File: config.mk
export PLATFORM = sky130hd
export DESIGN_NAME = scene_mixer
export DESIGN_NICKNAME = d
export VERILOG_FILES = /design/src/rtl/scene_pkg.sv /design/src/rtl/layer_priority_mux.sv /design/src/rtl/scene_mixer.sv
export SDC_FILE = /design/constraint.sdc
export NUM_CORES = 1
export LEC_CHECK = 0
export BUFFER_PORTS_ARGS = -buffer_cell sky130_fd_sc_hd__buf_2
export CORE_MARGIN = 4
export CORE_UTILIZATION = 40
export DETAILED_ROUTE_END_ITERATION = 12
export PLACE_DENSITY = 0.76
export SETUP_SLACK_MARGIN = 0.3
export SLEW_MARGIN = 5
export SYNTH_ARGS = -nofsm -noshare
export SYNTH_HDL_FRONTEND = slang
export SYNTH_SLANG_ARGS = --single-unit
File: constraint.sdc
create_clock -name clk -period 1.19 [get_ports clk]
set_input_delay 0.119 -clock clk [delete_from_list [all_inputs] [get_ports clk]]
set_output_delay 0.119 -clock clk [all_outputs]
set_load 0.005 [all_outputs]
File: src/rtl/scene_pkg.sv
// Shared pixel types for the VGA game datapath.
// Latency: n/a (types and pure functions only).
// Backpressure: n/a.
// Contents: CW (bits per colour channel), RGB_W, the rgb_t pixel struct and invert_rgb.
package scene_pkg;

  localparam int CW    = 4;
  localparam int RGB_W = 3 * CW;

  // Packed {B,G,R}, matching the renderers' colour bus layout.
  typedef struct packed {
    logic [CW-1:0] b;
    logic [CW-1:0] g;
    logic [CW-1:0] r;
  } rgb_t;

  function automatic rgb_t invert_rgb(input rgb_t c);
    rgb_t o;
    o.b = ~c.b;
    o.g = ~c.g;
    o.r = ~c.r;
    return o;
  endfunction

endpackage

File: src/rtl/layer_priority_mux.sv
// Picks the colour of the lowest-index opaque layer (layer 0 wins).
// Latency: 0 cycles, purely combinational.
// Backpressure: none, one pixel per cycle.
// Ports: layer_color/layer_opaque in; sel_color (zero when nothing opaque), any_opaque out.
module layer_priority_mux
  import scene_pkg::*;
#(
  parameter int NUM_LAYERS = 4
) (
  input  logic [NUM_LAYERS*RGB_W-1:0] layer_color,
  input  logic [NUM_LAYERS-1:0]       layer_opaque,
  output rgb_t                        sel_color,
  output logic                        any_opaque
);

  // Walk from the highest index down so the last hit, the lowest index, wins.
  always_comb begin
    sel_color = '0;
    for (int k = NUM_LAYERS - 1; k >= 0; k--) begin
      if (layer_opaque[k]) begin
        sel_color = layer_color[k*RGB_W +: RGB_W];
      end
    end
  end

  assign any_opaque = |layer_opaque;

endmodule

File: src/rtl/scene_mixer.sv
// Layer compositor with frame-latched player collisions and a frame-periodic flash.
// Latency: 1 cycle from inputs to vga_*/hs_out/vs_out; collision_flags 1 cycle after frame_start.
// Backpressure: none, follows the pixel clock every cycle.
// Ports: clk, rst (async active-low), beam valid/hs_in/vs_in/frame_start, layer_color/opaque,
//        flash_en -> vga_r/g/b, hs_out, vs_out, collision_flags, collision_valid, flash_phase.
module scene_mixer
  import scene_pkg::*;
#(
  parameter int                    NUM_LAYERS   = 4,
  parameter logic [RGB_W-1:0]      BG_COLOR     = 12'h000,
  parameter logic [NUM_LAYERS-1:0] COLLIDE_MASK = 4'b1110,
  parameter int                    FLASH_PERIOD = 8
) (
  input  logic                        clk,
  input  logic                        rst,
  input  logic                        valid,
  input  logic                        hs_in,
  input  logic                        vs_in,
  input  logic                        frame_start,
  input  logic [NUM_LAYERS*RGB_W-1:0] layer_color,
  input  logic [NUM_LAYERS-1:0]       layer_opaque,
  input  logic                        flash_en,
  output logic [CW-1:0]               vga_r,
  output logic [CW-1:0]               vga_g,
  output logic [CW-1:0]               vga_b,
  output logic                        hs_out,
  output logic                        vs_out,
  output logic [NUM_LAYERS-1:0]       collision_flags,
  output logic                        collision_valid,
  output logic                        flash_phase
);

  localparam int CNT_W = (FLASH_PERIOD > 1) ? $clog2(FLASH_PERIOD) : 1;
  localparam logic [CNT_W-1:0] CNT_MAX = CNT_W'(FLASH_PERIOD - 1);
  // The player never collides with itself.
  localparam logic [NUM_LAYERS-1:0] HIT_MASK = COLLIDE_MASK & ~(NUM_LAYERS'(1));

  rgb_t                  sel_color;
  logic                  any_opaque;
  rgb_t                  pix;
  logic [NUM_LAYERS-1:0] hit;
  logic [NUM_LAYERS-1:0] acc;
  logic [CNT_W-1:0]      frame_cnt;

  layer_priority_mux #(.NUM_LAYERS(NUM_LAYERS)) u_mux (
    .layer_color  (layer_color),
    .layer_opaque (layer_opaque),
    .sel_color    (sel_color),
    .any_opaque   (any_opaque)
  );

  // Blanking takes precedence over inversion so the porch stays black.
  always_comb begin
    pix = any_opaque ? sel_color : rgb_t'(BG_COLOR);
    if (flash_en && flash_phase) begin
      pix = invert_rgb(pix);
    end
    if (!valid) begin
      pix = '0;
    end
  end

  assign hit = (valid && layer_opaque[0]) ? (layer_opaque & HIT_MASK) : '0;

  // Pixel and sync share one register stage so they stay aligned.
  always_ff @(posedge clk or negedge rst) begin
    if (!rst) begin
      vga_r  <= '0;
      vga_g  <= '0;
      vga_b  <= '0;
      hs_out <= 1'b0;
      vs_out <= 1'b0;
    end else begin
      vga_r  <= pix.r;
      vga_g  <= pix.g;
      vga_b  <= pix.b;
      hs_out <= hs_in;
      vs_out <= vs_in;
    end
  end

  // A hit coinciding with frame_start is folded into the frame being closed.
  always_ff @(posedge clk or negedge rst) begin
    if (!rst) begin
      acc             <= '0;
      collision_flags <= '0;
      collision_valid <= 1'b0;
    end else if (frame_start) begin
      collision_flags <= acc | hit;
      acc             <= '0;
      collision_valid <= 1'b1;
    end else begin
      acc             <= acc | hit;
      collision_valid <= 1'b0;
    end
  end

  // Flash frame counter; disabling parks it so re-enabling always starts in phase 0.
  always_ff @(posedge clk or negedge rst) begin
    if (!rst) begin
      frame_cnt   <= '0;
      flash_phase <= 1'b0;
    end else if (!flash_en) begin
      frame_cnt   <= '0;
      flash_phase <= 1'b0;
    end else if (frame_start) begin
      if (frame_cnt == CNT_MAX) begin
        frame_cnt   <= '0;
        flash_phase <= ~flash_phase;
      end else begin
        frame_cnt <= frame_cnt + 1'b1;
      end
    end
  end

endmodule

==> flow_summary.toml, run 1 <==
[setup_path]
cp_slowest_stage_delay_ps = 450
worstSetupPathType = "reg -> reg"
path_max_fanout = 2
reg2reg_slack_ps = 70
crit_top_cell = "ha_4"
critPathBufInv = 0
critPathLaunchType = "register"
path_cells = "ha_4, ha_4, nand2_2, xnor2_1, and2_1"
crit_family = "flip-flops"
arrival_ps = 1380
crit_required_ps = 1450
cpMaxStageDelayCell = "dfrtp_1"
end_kind = "register"

[global_routing]
grt_pass1_vias = 1371
globalRouteOverflowTotal = 0
grt_first_pass_wirelength_mm = 6.134
antenna_found_initial = 0
grt_max_degree = 26
track_usage = 0.1761

[clocking]
cts.sinks = 25
cts_buffer_depth = 2
numCtsBuffers = 3
cts-root-buf = "clkbuf_4"
clk_pin_slew_ps = 140
h-tree-depth = 1
clkLatencyLatePin_ps = 310
cts_tree = "built"

[synth]
yosysSeqAreaShare = 0.4409
yosys_register_bits = 25
synth_compound_area_frac = 0.2416
synthMuxAreaShare = 0.1058
synthTopCellsByArea = "dfrtp_1 44%, mux2i_1 11%, a221oi_2 7.4%"
syn_inst = 142
yosysUniqueCellTypes = 24
yosysTopAreaCell = "dfrtp_1"
syn_nets = 203
synthTopCellsByCount = "25 x dfrtp_1, 17 x nand2_1, 15 x mux2i_1, 14 x a21oi_1"
synthesis.area_um2 = 1419
yosys.area_share.simple = 0.1067
synth_xor_area_frac = 0.006173
synth.top_cell.area_share = 0.4409
synth_ff_type = "dfrtp_1"
ys_warn_count = 0
synthArstFlopShare = 1.000
synth_top_family_by_area = "compound AO/OA/AOI/OAI gates"
synth_area_per_cell_um2 = 9.992
synth_edf_count = 0
synthAdderAreaFrac = 0.01764
yosysMostFrequentCell = "dfrtp_1"

[worst_hold_path]
min_path_type = "in -> reg"

[placed_design]
dpl.hpwl_mm = 2.989
gp_congestion = 0.8456
dpl_worst_slack_ps = -300.5
portBuffers = 77

[floorplanning]
dieArea_um2 = 4564
rows = 21
ioPinCount = 79
chipHeight_um = 67.56
initial_core_util = 0.4186
coreArea_um2 = 3390
fp.dieW_um = 67.56

[route]
drtAntennaViolNets = 0
wl_per_cell_um = 15.60
detailedRoute.firstPassIterationCount = 4
vias = 1448
avgViaCountPerCell = 5.304
drc = 0
drt-total-wl_mm = 4.258
drt_iter0_markers = 88

[power_and_ir_drop]
p_clk_frac = 0.208
seq_power_share = 0.515
comb_power_share = 0.277
swShare = 0.2911
finalPower_mw = 1.806
switchingPower_uw = 525.8
max-vdd-ir-drop_mv = 0.6050
p_int_mw = 1.280
power.leakage_nw = 1.121
power_density_nw_per_um2 = 846.7

[finish]
diodes = 0
finalNetCount = 289
drive_gt1_frac = 0.5154
nFillCells = 272
syn2layout_area_growth_pct = 50.35

[timing]
rsz0062_at_grt = "yes"
finalHoldViolCount = 0
setup_viol = 0
fin_skew_ps = 8.298
period_needed_ps = 1119
fin_crit_sh = 0.9403
worst_pin_slew_ps = 540.9
worst_slack_ps = 71.03
drv_slew = 0
fmax_ghz = 0.8937
relSlewSlack = 0.6394

[run]
maxCapViolCount = 0

[run_status]
outcome = "finished clean"
-- final cells by class --
cell class                 instances  area [um2]  area share
multi-input combinational         97       845.8      0.3965
sequential                        25       626.9      0.2938
timing repair buffer              90       534.3      0.2504
tap                               46       57.56     0.02698
inverter                          11       41.29     0.01935
clock buffer                       3       22.52     0.01056
clock inverter                     1       5.005    0.002346
-- layer usage --
metal | share of wire | routed length, um | global-route usage | up-vias
met3 | 0.11 | 483 | 0.03494 | 10
met1 | 0.40 | 1701 | 0.2153 | 672
met4 | 0.020 | 85 | 0.05823 | 0
met2 | 0.47 | 1987 | 0.3074 | 88
met5 | 0 | 0 | 0 | -
li1 | - | - | - | 678
-- flip-flops by register name, summed over array words and instances (netlist names) --
| signal | count |
|---|---|
| vga_b | 4 |
| vga_g | 4 |
| vga_r | 4 |
| acc | 3 |
| collision_flags | 3 |
| frame_cnt | 3 |
| collision_valid | 1 |
| flash_phase | 1 |
| hs_out | 1 |
| vs_out | 1 |
-- cells in the final DEF (no fill, tap or decap), types with 2 or more instances in the layout --
| cell type | count |
|---|---|
| a211o_1 | 11 |
| buf_12 | 3 |
| buf_2 | 76 |
| nand3_4 | 2 |
| buf_4 | 7 |
| nand2_1 | 14 |
| nor2_1 | 6 |
| mux2i_1 | 14 |
| clkbuf_4 | 3 |
| a21oi_1 | 14 |
| a31oi_1 | 3 |
| nor2b_1 | 4 |
| inv_1 | 11 |
| or2_4 | 2 |
| dfrtp_1 | 24 |
| dlygate4sd3_1 | 3 |
| ha_4 | 2 |
| nand2_8 | 3 |
| a221oi_2 | 11 |
-- what timing repair did --
| action | CTS | global route |
|---|---|---|
| pin swaps | 3 | 2 |
| buffers inserted | 2 | 2 |
| hold endpoints to repair | 27 | 0 |
| cloned | 1 | 2 |
| hold buffers | 3 | 0 |
| endpoints found under the setup margin | 35 | 35 |
| resized for setup | 5 | 13 |
-- kinds of logic (layout without fill, tap and decap cells) --
group                    Yosys count  after routing
AO/OA/AOI/OAI                     42             42
XOR/XNOR                           1              1
adder cells (fa/ha/maj)            2              2
buffers and inverters             23            105
flip-flops                        25             25
multiplexers                      15             15
other                              1              1
AND/OR/NAND/NOR                   33             36
-- through the flow --
step                cell area, um2    util  hold slack (ps)  cells  setup TNS [ps]
floorplan                     1485       -           -176.6    142               0
global placement              1904  0.5618            136.5    259           -2857
detailed placement            1904  0.5618            137.9    259           -3340
CTS                           2004  0.5914            51.39    269               0
global route                  2133  0.6294            42.98    273         -0.9418
finish                        2133  0.6294            53.59    273               0
-- worst paths after layout --
check                                    startpoint                   endpoint  cells past startpoint
hold / removal                          frame_start  collision_valid$_DFF_PN0_                      1
setup / recovery           frame_cnt[0]$_DFFE_PN0P_    flash_phase$_DFFE_PN0P_                      5
setup reg to reg           frame_cnt[0]$_DFFE_PN0P_    flash_phase$_DFFE_PN0P_                      5
max in group asynchronous                       rst    flash_phase$_DFFE_PN0P_                      2
min in group asynchronous                       rst   frame_cnt[1]$_DFFE_PN0P_                      2
hold reg to reg                    acc[3]$_DFF_PN0_           acc[3]$_DFF_PN0_                      2
-- power by group through the flow --
stage / Sequential, mW / Combinational [mW] / Clock (mW)
floorplan: 0.948 / 0.225 / 0
global placement: 0.945 / 0.441 / 0
detailed placement: 0.946 / 0.449 / 0
CTS: 0.930 / 0.472 / 0.380
global route: 0.936 / 0.551 / 0.424
finish: 0.930 / 0.500 / 0.376
No activity file was read; power rests on OpenSTA's default activity.
==> inputs of run 2 (changes only) <==
Settings changed: MAX_ROUTING_LAYER set to met4, RECOVER_POWER set to 100.
==> run 2 against run 1 <==
Largest power group unchanged. Critical endpoint unchanged. Flip-flop and latch count stayed put. Highest routed layer unchanged. Clock power about the same. Die area is the same. Clock skew about the same.
==> flow_summary.toml, run 2 (synthesized netlist as in run 1, its figures left out) <==
[clocking]
cts_buffer_depth = 2
cts-root-buf = "clkbuf_4"
clkLatencyLatePin_ps = 310
clk_pin_slew_ps = 140
numCtsBuffers = 3
cts.sinks = 25
h-tree-depth = 1
cts_tree = "built"

[placed_design]
portBuffers = 77
gp_congestion = 0.8589
dpl.hpwl_mm = 2.989
place_inst = 259

[route]
wl_per_cell_um = 15.55
avgViaCountPerCell = 5.311
drt-total-wl_mm = 4.246
detailedRoute.firstPassIterationCount = 4
drt_iter0_markers = 52
drc = 0
vias = 1450
drtAntennaViolNets = 0

[setup_path]
crit_required_ps = 1450
path_max_fanout = 2
crit_top_cell = "ha_4"
arrival_ps = 1380
cpMaxStageDelayCell = "dfrtp_1"
path_cells = "ha_4, ha_4, nand2_2, xnor2_1, and2_1"
critPathLaunchType = "register"
end_kind = "register"
r2r_cells = 5
critPathBufInv = 0
cp.depth = 5
cp_slowest_stage_delay_ps = 450
crit_family = "flip-flops"
worstSetupPathType = "reg -> reg"

[timing]
rsz0062_at_grt = "yes"
finalHoldViolCount = 0
fin_skew_ps = 7.891
fin_crit_sh = 0.9402
tns_ps = 0
setup_viol = 0
period_needed_ps = 1119
worst_pin_slew_ps = 540.5
relSlewSlack = 0.6397
fmax_ghz = 0.8937
drv_slew = 0

[floorplanning]
rows = 21
ioPinCount = 79
chipHeight_um = 67.56
initial_core_util = 0.4186
fp.dieW_um = 67.56
coreArea_um2 = 3390
dieArea_um2 = 4564

[power_and_ir_drop]
swShare = 0.2908
p_int_mw = 1.280
comb_power_share = 0.277
power.leakage_nw = 1.121
switchingPower_uw = 525.1
power_density_nw_per_um2 = 846.3
seq_power_share = 0.515
max-vdd-ir-drop_mv = 0.6039
p_clk_frac = 0.208

[global_routing]
grt_max_degree = 26
grt_first_pass_wirelength_mm = 6.127
track_usage = 0.1808
globalRouteOverflowTotal = 0
antenna_found_initial = 0
grt_pass1_vias = 1374

[run]
maxCapViolCount = 0

[finish]
largestRegisters = "vga_b (4), vga_g (4), vga_r (4)"
final_cell_mix = "76 x buf_2, 24 x dfrtp_1, 14 x nand2_1, 14 x mux2i_1, 14 x a21oi_1"
drive_gt1_frac = 0.5154
final_common_cell = "buf_2"
utilization = 0.6294
syn2layout_area_growth_pct = 50.35
diodes = 0
final_cells = 273
finalNetCount = 289
nFillCells = 272

[worst_hold_path]
min_path_type = "in -> reg"
holdPathStages = 1

[run_status]
outcome = "finished clean"
run 2: cell type report:
type                       count  area, um2  area share
multi-input combinational     97      845.8      0.3965
sequential                    25      626.9      0.2938
timing repair buffer          90      534.3      0.2504
tap                           46      57.56     0.02698
inverter                      11      41.29     0.01935
clock buffer                   3      22.52     0.01056
clock inverter                 1      5.005    0.002346
run 2: worst reg2reg max path, cell delays in order, from the launching register on:
cell     delay, ps
dfrtp_1        450
ha_4           180
ha_4           150
nand2_2         60
xnor2_1        100
and2_1         130
run 2: repair_timing:
item | CTS | global route
gates cloned | 1 | 2
buffers inserted | 2 | 2
hold buffers | 3 | 0
endpoints found under the hold margin | 27 | 0
pin swaps | 3 | 2
resized for setup | 5 | 13
endpoints found under the setup margin | 35 | 35
run 2: stage by stage:
step / area [um2] / setup WS (ps) / hold WS [ps] / power [mW]
after floorplan: 1485 / 115.0 / -176.6 / 1.174
after detailed placement: 1904 / -300.5 / 137.9 / 1.396
after CTS: 2004 / 73.78 / 51.39 / 1.783
after global placement: 1904 / -255.8 / 136.5 / 1.386
after global routing: 2133 / -0.9418 / 42.98 / 1.911
final: 2133 / 71.11 / 54.75 / 1.805
run 2: path summary, 6_finish.rpt:
| path | slack, ps | to | from |
|---|---|---|---|
| worst max-delay path | 70 | flash_phase$_DFFE_PN0P_ | frame_cnt[0]$_DFFE_PN0P_ |
| worst min-delay path | 50 | collision_valid$_DFF_PN0_ | frame_start |
| worst max register to register | 70 | flash_phase$_DFFE_PN0P_ | frame_cnt[0]$_DFFE_PN0P_ |
| worst min register to register | 510 | acc[3]$_DFF_PN0_ | acc[3]$_DFF_PN0_ |
| max in group asynchronous | 510 | flash_phase$_DFFE_PN0P_ | rst |
| min in group asynchronous | 290 | frame_cnt[1]$_DFFE_PN0P_ | rst |
run 2: power by group through the flow:
stage | registers, mW | logic, mW | clock network, mW
after floorplan | 0.948 | 0.225 | 0
after global placement | 0.945 | 0.441 | 0
after detailed placement | 0.946 | 0.449 | 0
after CTS | 0.930 | 0.472 | 0.380
after global routing | 0.936 | 0.551 | 0.424
final | 0.930 | 0.500 | 0.375
run 2: routing by layer:
metal  up-vias  part of all wire  global-route usage
met5         -                 0                   -
met4         0             0.018             0.05823
met3         8              0.12             0.03328
met2        94              0.47              0.3074
met1       667              0.39              0.2153
li1        681                 -                   -
